### src/rtl/core_ctrl_pkg.sv
// Shared types and constants for the core run/halt/step controller.
package core_ctrl_pkg;

    typedef enum logic [1:0] {
        ST_BOOT,
        ST_RUN,
        ST_HALT,
        ST_STEP
    } ctrl_state_e;

    typedef enum logic [1:0] {
        CAUSE_NONE,
        CAUSE_DEBUG,
        CAUSE_BREAK,
        CAUSE_STEP
    } halt_cause_e;

    localparam logic [31:0] INST_EBREAK = 32'h0010_0073;

    function automatic logic is_ebreak(input logic [31:0] instr);
        return instr == INST_EBREAK;
    endfunction

endpackage

### src/rtl/ctrl_counter.sv
// Enable-gated wrap-around counter with asynchronous active-low reset.
module ctrl_counter #(
    parameter int W = 32
) (
    input  logic         clk,
    input  logic         rst,
    input  logic         en,
    output logic [W-1:0] cnt
);

    logic [W-1:0] cnt_q;
    logic [W-1:0] cnt_d;

    always_comb begin
        cnt_d = cnt_q;
        if (en) begin
            cnt_d = cnt_q + W'(1);
        end
    end

    always_ff @(posedge clk or negedge rst) begin
        if (!rst) begin
            cnt_q <= '0;
        end else begin
            cnt_q <= cnt_d;
        end
    end

    assign cnt = cnt_q;

endmodule

### src/rtl/core_run_ctrl.sv
// Run/halt/single-step controller producing the per-cycle commit enable for
// the single-cycle RV32 datapath, with breakpoint/EBREAK halt and counters.
module core_run_ctrl
    import core_ctrl_pkg::*;
#(
    parameter int XLEN         = 32,
    parameter int CNT_W        = 32,
    parameter int BOOT_CYCLES  = 2,
    parameter bit START_HALTED = 1'b0
) (
    input  logic             clk,
    input  logic             rst,
    input  logic [XLEN-1:0]  pc_out,
    input  logic [31:0]      inst,
    input  logic             halt_req,
    input  logic             resume_req,
    input  logic             step_req,
    input  logic             bp_en,
    input  logic [XLEN-1:0]  bp_addr,
    output logic             pc_en,
    output logic             rf_we_en,
    output logic             halted,
    output logic [1:0]       halt_cause,
    output logic [CNT_W-1:0] cycle_cnt,
    output logic [CNT_W-1:0] instret_cnt
);

    ctrl_state_e state_q;
    ctrl_state_e state_d;
    halt_cause_e halt_cause_q;
    halt_cause_e halt_cause_d;
    logic [3:0]  boot_cnt_q;
    logic [3:0]  boot_cnt_d;
    logic        skip_q;
    logic        skip_d;
    logic        commit;
    logic        brk;
    logic        cycle_en;

    // skip lets the instruction that caused a break execute once after resume
    always_comb begin
        brk          = (bp_en && (pc_out == bp_addr)) || is_ebreak(inst);
        state_d      = state_q;
        halt_cause_d = halt_cause_q;
        boot_cnt_d   = boot_cnt_q;
        skip_d       = skip_q;
        commit       = 1'b0;
        case (state_q)
            ST_BOOT: begin
                if (boot_cnt_q == 4'(BOOT_CYCLES - 1)) begin
                    if (START_HALTED) begin
                        state_d      = ST_HALT;
                        halt_cause_d = CAUSE_NONE;
                    end else begin
                        state_d = ST_RUN;
                    end
                end else begin
                    boot_cnt_d = boot_cnt_q + 4'd1;
                end
            end
            ST_RUN: begin
                skip_d = 1'b0;
                if (halt_req) begin
                    state_d      = ST_HALT;
                    halt_cause_d = CAUSE_DEBUG;
                end else if (brk && !skip_q) begin
                    state_d      = ST_HALT;
                    halt_cause_d = CAUSE_BREAK;
                end else begin
                    commit = 1'b1;
                end
            end
            ST_HALT: begin
                if (step_req) begin
                    state_d = ST_STEP;
                end else if (resume_req) begin
                    state_d = ST_RUN;
                    skip_d  = 1'b1;
                end
            end
            ST_STEP: begin
                commit       = 1'b1;
                state_d      = ST_HALT;
                halt_cause_d = CAUSE_STEP;
            end
            default: begin
                state_d = ST_BOOT;
            end
        endcase
    end

    always_ff @(posedge clk or negedge rst) begin
        if (!rst) begin
            state_q      <= ST_BOOT;
            halt_cause_q <= CAUSE_NONE;
            boot_cnt_q   <= 4'd0;
            skip_q       <= 1'b0;
        end else begin
            state_q      <= state_d;
            halt_cause_q <= halt_cause_d;
            boot_cnt_q   <= boot_cnt_d;
            skip_q       <= skip_d;
        end
    end

    assign cycle_en   = (state_q != ST_BOOT);
    assign pc_en      = commit;
    assign rf_we_en   = commit;
    assign halted     = (state_q == ST_HALT);
    assign halt_cause = halt_cause_q;

    ctrl_counter #(.W(CNT_W)) u_cycle_cnt (
        .clk (clk),
        .rst (rst),
        .en  (cycle_en),
        .cnt (cycle_cnt)
    );

    ctrl_counter #(.W(CNT_W)) u_instret_cnt (
        .clk (clk),
        .rst (rst),
        .en  (commit),
        .cnt (instret_cnt)
    );

endmodule
### config.mk
export PLATFORM = sky130hd
export DESIGN_NAME = core_run_ctrl
export DESIGN_NICKNAME = d
export VERILOG_FILES = /design/src/rtl/core_ctrl_pkg.sv /design/src/rtl/ctrl_counter.sv /design/src/rtl/core_run_ctrl.sv
export SDC_FILE = /design/constraint.sdc
export NUM_CORES = 1
export LEC_CHECK = 0
export BUFFER_PORTS_ARGS = -buffer_cell sky130_fd_sc_hd__buf_2
export CAP_MARGIN = 0
export CORE_ASPECT_RATIO = 0.8
export CORE_MARGIN = 2
export CORE_UTILIZATION = 35
export DETAILED_ROUTE_END_ITERATION = 10
export GPL_TIMING_DRIVEN = 1
export PLACE_DENSITY_LB_ADDON = 0.1
export SLEW_MARGIN = 5
export SYNTH_ARGS = -nofsm -noshare
export SYNTH_HDL_FRONTEND = slang
export SYNTH_HIERARCHICAL = 1
export SYNTH_SLANG_ARGS = --single-unit
### constraint.sdc
create_clock -name clk -period 3.2 [get_ports clk]
set_input_delay 0.96 -clock clk [delete_from_list [all_inputs] [get_ports clk]]
set_output_delay 0.96 -clock clk [all_outputs]
set_load 0.01 [all_outputs]
# Yosys cells after proc, flatten, opt, wreduce, memory -nomap -nowiden
# Index checks and enable logic that the tools add are counted.
dict set report word_totals {
  regBits 73
  inputBits 102
  word_cells 47
}
dict set report classes {
  addsub 3
  n_eq_ne 11
  mux 14
  bitwise 1
  reduce_logical 12
}
# operator n
set ops {}
lappend ops {{$add 32x1->32 const B} 2}
lappend ops {{$eq 32x21->1 const B} 1}
lappend ops {{$eq 32x32->1} 1}
lappend ops {{$mux 2} 6}
lappend ops {{$pmux 2 s4} 1}
lappend ops {{$ne 2x2->1 const B} 3}
lappend ops {{$ne 3x3->1 const B} 2}
lappend ops {{$reduce_and 3->1} 2}
lappend ops {{$reduce_bool 2->1} 3}
lappend ops {{$add 4x1->4 const B} 1}
lappend ops {{$eq 2x2->1 const B} 2}
lappend ops {{$eq 4x1->1 const B} 1}
lappend ops {{$mux 1} 4}
lappend ops {{$pmux 1 s2} 2}
lappend ops {{$pmux 2 s2} 1}
lappend ops {{$reduce_and 2->1} 2}
lappend ops {{$eq 2x1->1 const B} 1}
lappend ops {{$logic_and 1x1->1} 2}
lappend ops {{$logic_not 2->1} 1}
lappend ops {{$logic_not 1->1} 1}
lappend ops {{$logic_or 1x1->1} 1}
lappend ops {{$not 1->1} 1}

# Longest topological paths before layout
dict set report depth {
  depth_word 7
  mapped_depth 9
  mapped_depth_nobuf 9
}

# Hierarchy
# The synthesis kept the hierarchy.
# mod instances cells_per_inst area_per_inst_um2 seq_area_each_um2
set by_module_without_submodules {}
lappend by_module_without_submodules {ctrl_counter 2 123 1448.9 800.8}
lappend by_module_without_submodules {core_run_ctrl 1 104 898.4 225.2}

# Least setup slack after synthesis
# No wires, ideal clock.
dict set report synth_timing {
  path_type {input -> output}
  startpoint {in inst[29]}
  endpoint {out rf_we_en}
  arrival_ps 2286
  path_slack_ps -46
  cell_stages 6
  path_buffers 1
  path_cell_list {nor4_1 nand4_1 o41ai_2 a31oi_1 o21a_1 buf_4}
}
dict set report synth_via {
  elab_chain_len 6
}
# item line
set synth_rtl {}
lappend synth_rtl {{start, declared} core_run_ctrl.sv:14} ;# input logic [31:0] inst,
lappend synth_rtl {{$eq 32x21->1} core_ctrl_pkg.sv:21} ;# return instr == INST_EBREAK;
lappend synth_rtl {{$logic_or 1x1->1} core_run_ctrl.sv:42} ;# brk = (bp_en && (pc_out == bp_addr)) || is_ebreak(inst);
lappend synth_rtl {{$logic_and 1x1->1} core_run_ctrl.sv:66} ;# end else if (brk && !skip_q) begin
lappend synth_rtl {{$mux 1} core_run_ctrl.sv:66}
lappend synth_rtl {{$mux 1} core_run_ctrl.sv:63} ;# if (halt_req) begin
lappend synth_rtl {{$pmux 1 s2} core_run_ctrl.sv:48} ;# case (state_q)
lappend synth_rtl {{end, declared} core_run_ctrl.sv:21} ;# output logic rf_we_en,
# Every way passes these cells.

# Worst setup path in the final report
dict set report layout_timing {
  startpoint {in bp_addr[9]}
  endpoint {out rf_we_en}
}
dict set report layout_via {
  elab_chain_len 7
}
# item line
set layout_rtl {}
lappend layout_rtl {{start, declared} core_run_ctrl.sv:19} ;# input logic [XLEN-1:0] bp_addr,
lappend layout_rtl {{$eq 32x32->1} core_run_ctrl.sv:42}
lappend layout_rtl {{$logic_and 1x1->1} core_run_ctrl.sv:42}
lappend layout_rtl {{$logic_or 1x1->1} core_run_ctrl.sv:42}
lappend layout_rtl {{$logic_and 1x1->1} core_run_ctrl.sv:66}
lappend layout_rtl {{$mux 1} core_run_ctrl.sv:66}
lappend layout_rtl {{$mux 1} core_run_ctrl.sv:63}
lappend layout_rtl {{$pmux 1 s2} core_run_ctrl.sv:48}
# Every way passes these cells.

==> report_table.html <==
<table>
<tr><th>Metric</th><th>Value</th></tr>
<tr><th colspan="2">Synth</th></tr>
<tr><td>Main area contributors after synthesis</td><td>dfrtp_1, xnor2_1, xor2_1</td></tr>
<tr><td>Yosys warns</td><td>6</td></tr>
<tr><td>Commonest cells post-synth</td><td>dfrtp_1, xnor2_1, xor2_1</td></tr>
<tr><td>Cell type contributing the most total cell area after synthesis</td><td>dfrtp_1</td></tr>
<tr><td>Most frequent cell after synthesis</td><td>dfrtp_1</td></tr>
<tr><td>Post-Synthesis Mean Instance Area</td><td>10.8 sq um</td></tr>
<tr><td>Number of flops mapped to enable cells by yosys</td><td>0</td></tr>
<tr><td>Proportion of register bits with asynchronous set or reset after synthesis</td><td>100%</td></tr>
<tr><td>Synth Net Count</td><td>456</td></tr>
<tr><td>Count of different cell masters after synthesis</td><td>37</td></tr>
<tr><td>Netlist area before placement</td><td>0.00380 sq mm</td></tr>
<tr><td>Portion of the post-synthesis area used by sequential elements</td><td>48.1%</td></tr>
<tr><td>Gate count after technology mapping</td><td>350</td></tr>
<tr><td>Most instantiated flip-flop cell in the synthesis netlist</td><td>dfrtp_1</td></tr>
<tr><td>Seq cells post-synth</td><td>73</td></tr>
<tr><td>Share of the synthesized area in the top cell type</td><td>48.1%</td></tr>
<tr><th colspan="2">Global route</th></tr>
<tr><td>Global-route wire length before repair</td><td>15500 microns</td></tr>
<tr><td>Number of antenna violations at the first check in global routing</td><td>0</td></tr>
<tr><td>Number of global-route vias before repair</td><td>3258</td></tr>
<tr><td>Global Route Usage Sum</td><td>16.5%</td></tr>
<tr><td>Grt ovf</td><td>0</td></tr>
<tr><td>Largest net degree at the start of global routing</td><td>74</td></tr>
<tr><th colspan="2">Finish</th></tr>
<tr><td>Proportion of layout cells with a drive suffix above 1</td><td>39.9%</td></tr>
<tr><td>Filler-free cell count of the finished design</td><td>681</td></tr>
<tr><td>Synth-to-Final Area Change</td><td>39.8%</td></tr>
<tr><td>Core occupancy in the finished layout</td><td>51.0%</td></tr>
<tr><td>Net count of the finished layout</td><td>644</td></tr>
<tr><td>Diode count</td><td>0</td></tr>
<tr><td>Total of fill cells in the finished design</td><td>959</td></tr>
<tr><td>Design area</td><td>0.00531 sq mm</td></tr>
<tr><th colspan="2">STA</th></tr>
<tr><td>Hold Violations, Final</td><td>0</td></tr>
<tr><td>Crit path setup slack, layout</td><td>-86.1 ps</td></tr>
<tr><td>Final worst-path cycle share</td><td>103%</td></tr>
<tr><td>Slew @ Worst Pin</td><td>921 ps</td></tr>
<tr><td>Setup repair after global routing missed its margin</td><td>yes</td></tr>
<tr><td>Achievable Freq</td><td>0.304 GHz</td></tr>
<tr><td>Setup-failing EPs final</td><td>2</td></tr>
<tr><td>Number of pins with negative max-slew slack in the final report</td><td>0</td></tr>
<tr><td>Headroom to the max-slew limit</td><td>38.6%</td></tr>
<tr><td>Final Critical Period</td><td>3290 ps</td></tr>
<tr><td>Fin Clk Skew</td><td>3.05 ps</td></tr>
<tr><td>Worst Hold Margin</td><td>464 ps</td></tr>
<tr><th colspan="2">Clock tree</th></tr>
<tr><td>Clock root buffer</td><td>clkbuf_16</td></tr>
<tr><td>CTS Hold Buffers Added</td><td>0</td></tr>
<tr><td>Source-to-sink clock delay at the later pin of the worst-skew pair</td><td>330 ps</td></tr>
<tr><td>Number of buffers inserted during clock tree synthesis</td><td>9</td></tr>
<tr><td>CTS max path bufs</td><td>2</td></tr>
<tr><td>Clk pin slew, worst setup/hold paths</td><td>50 ps</td></tr>
<tr><td>Clock sink count</td><td>73</td></tr>
<tr><td>H-tree depth reported by CTS</td><td>3</td></tr>
<tr><td>Clock tree from TritonCTS</td><td>yes</td></tr>
<tr><th colspan="2">Worst setup path</th></tr>
<tr><td>Critical path type</td><td>in -&gt; out</td></tr>
<tr><td>Reg2reg setup slack</td><td>660 ps</td></tr>
<tr><td>Arrival time at the worst endpoint</td><td>2330 ps</td></tr>
<tr><td>Maximum fanout along the worst path</td><td>3</td></tr>
<tr><td>Crit. End Element</td><td>output port</td></tr>
<tr><td>Required arrival time at the worst endpoint</td><td>2240 ps</td></tr>
<tr><td>Startpoint type of the worst setup path</td><td>primary input</td></tr>
<tr><td>Worst R2R Path Depth</td><td>10</td></tr>
<tr><th colspan="2">Routing</th></tr>
<tr><td>Iteration count of the initial detailed-routing pass</td><td>4</td></tr>
<tr><td>Final routed DRC violation total</td><td>0</td></tr>
<tr><td>Count of vias placed by the detailed router</td><td>3228</td></tr>
<tr><td>Sum of routed wire length over all layers</td><td>9280 microns</td></tr>
<tr><td>Post-route antenna net violation count</td><td>0</td></tr>
<tr><td>Detail-routed via count per cell</td><td>4.74</td></tr>
<tr><td>Iteration-0 DRC count of the detailed router</td><td>163</td></tr>
<tr><td>Routed len/inst</td><td>13.6 microns</td></tr>
<tr><th colspan="2">Die</th></tr>
<tr><td>CORE AREA</td><td>0.0104 sq mm</td></tr>
<tr><td>Initial Util</td><td>36.5%</td></tr>
<tr><td>Top-level port count</td><td>171</td></tr>
<tr><td>Chip height</td><td>97.2 microns</td></tr>
<tr><td>Die Span X</td><td>120 microns</td></tr>
<tr><td>Die area</td><td>0.0117 sq mm</td></tr>
<tr><td>Std-Cell Rows</td><td>33</td></tr>
<tr><th colspan="2">Worst hold path</th></tr>
<tr><td>Hold Crit Class</td><td>reg -&gt; reg</td></tr>
<tr><td>Hold Path Cell Cnt</td><td>1</td></tr>
<tr><th colspan="2">Place</th></tr>
<tr><td>Cell count after placement</td><td>665</td></tr>
<tr><td>GP Congestion</td><td>0.773</td></tr>
<tr><td>Detailed-placement wirelength estimate</td><td>6900 microns</td></tr>
<tr><td>Placement-stage worst setup slack</td><td>-195 ps</td></tr>
<tr><td>Buffers on Ports</td><td>170</td></tr>
<tr><td>Cell area after placement</td><td>0.00487 sq mm</td></tr>
<tr><th colspan="2">Power and ir drop</th></tr>
<tr><td>Power per Cell Area</td><td>555 mW/mm^2</td></tr>
<tr><td>Leak</td><td>0.00261 uW</td></tr>
<tr><td>Maximum resistive drop on vdd</td><td>0.531 mV</td></tr>
<tr><th colspan="2">Outcome</th></tr>
<tr><td>Result of the run</td><td>finished, violations left</td></tr>
<tr><td>Violations in the final reports</td><td>negative setup slack</td></tr>
<tr><th colspan="2">Flow run</th></tr>
<tr><td>Max_cap viols</td><td>0</td></tr>
</table>
[flip-flops by register name, indices dropped and copies added, names as in the netlist]
signal             count
skip_q                 1
halt_cause             2
u_cycle_cnt/cnt       32
u_instret_cnt/cnt     32
boot_cnt_q             4
state_q                2
[metal layers]
layer	routed length, microns	GRT usage [%]	vias to the layer above
met5	0	0	-
met4	104	3.67	0
met3	488	5.63	10
met2	4440	26.9	87
met1	4250	21.2	1500
li1	-	-	1631
[cells by family (layout without fill, tap and decap cells)]
logic type | after synthesis | count (layout) | share of synthesized area [%]
buf+inv | 10 | 201 | 1.09
simple gates | 149 | 149 | 23.7
fa+ha+maj | 4 | 4 | 1.32
xor+xnor | 97 | 97 | 22.4
flops | 73 | 73 | 48.1
mux | 2 | 2 | 0.593
compound gates | 15 | 15 | 2.80
[power breakdown]
part / switching (uW) / internal [uW]
sequential: 209 / 1070
combinational: 386 / 380
clock: 345 / 559
[final timing paths]
kind                                        from                    end
setup / recovery                      bp_addr[9]               rf_we_en
hold / removal             u_instret_cnt/cnt[31]  u_instret_cnt/cnt[31]
setup reg to reg                          skip_q  u_instret_cnt/cnt[24]
hold reg to reg            u_instret_cnt/cnt[31]  u_instret_cnt/cnt[31]
max in group asynchronous                    rst  u_instret_cnt/cnt[28]
min in group asynchronous                    rst    u_cycle_cnt/cnt[12]
[metrics by stage]
stage / TNS (ps) / total power [uW]
4_1_cts: -191 / 2980
3_3_place_gp: -792 / 2000
6_report: -171 / 2950
5_1_grt: -336 / 3140
3_5_place_dp: -1270 / 2030
2_1_floorplan: 0 / 1700
[cells in the final DEF, fill, tap and decap left out, types with 2 or more instances in the layout]
master     synthesis  routed
buf_2              0     160
dfrtp_1           73      73
xnor2_1           68      65
xor2_1            29      29
nand4_1           28      28
nand2_1           26      26
nand3_1           19      19
nor2_1            13      13
nor3_1            11      11
buf_4              1      10
nor4_2             4       9
nor4_1            15       9
clkbuf_16          0       9
buf_6              0       9
inv_1              8       8
and3_1             8       8
and4_1             6       6
a21oi_1            5       5
ha_1               4       4
and2_1             4       4
xnor2_2            0       3
clkbuf_1           1       3
nand3b_1           2       2
clkbuf_8           0       2
nand4_4            2       2
or4_4              2       2
and4_2             2       2
nor3b_1            2       2
mux2_2             2       2
[layout make-up]
| class | count | area [sq um] | share of cell area, % |
|---|---|---|---|
| Tap cell | 140 | 175 | 3.30 |
| Sequential cell | 73 | 1830 | 34.4 |
| Multi-Input combinational cell | 267 | 2040 | 38.3 |
| Timing Repair Buffer | 179 | 977 | 18.4 |
| Clock buffer | 14 | 264 | 4.97 |
| Inverter | 8 | 30.0 | 0.566 |
[critical path, stage by stage]
cell     delay [ps]
buf_2           120
xnor2_2         130
nand4_1         110
nor4_2          330
buf_4           190
a31oi_4          90
o21a_2          270
buf_6           120
[timing repair]
| action | 4_1_cts | 5_1_grt |
|---|---|---|
| resized for setup | 18 | 6 |
| buffers inserted | 2 | 0 |
| gates cloned | 0 | 0 |
| pin swaps | 12 | 3 |
| setup endpoints to repair | 2 | 2 |
Power figures use the tool's default switching activity.
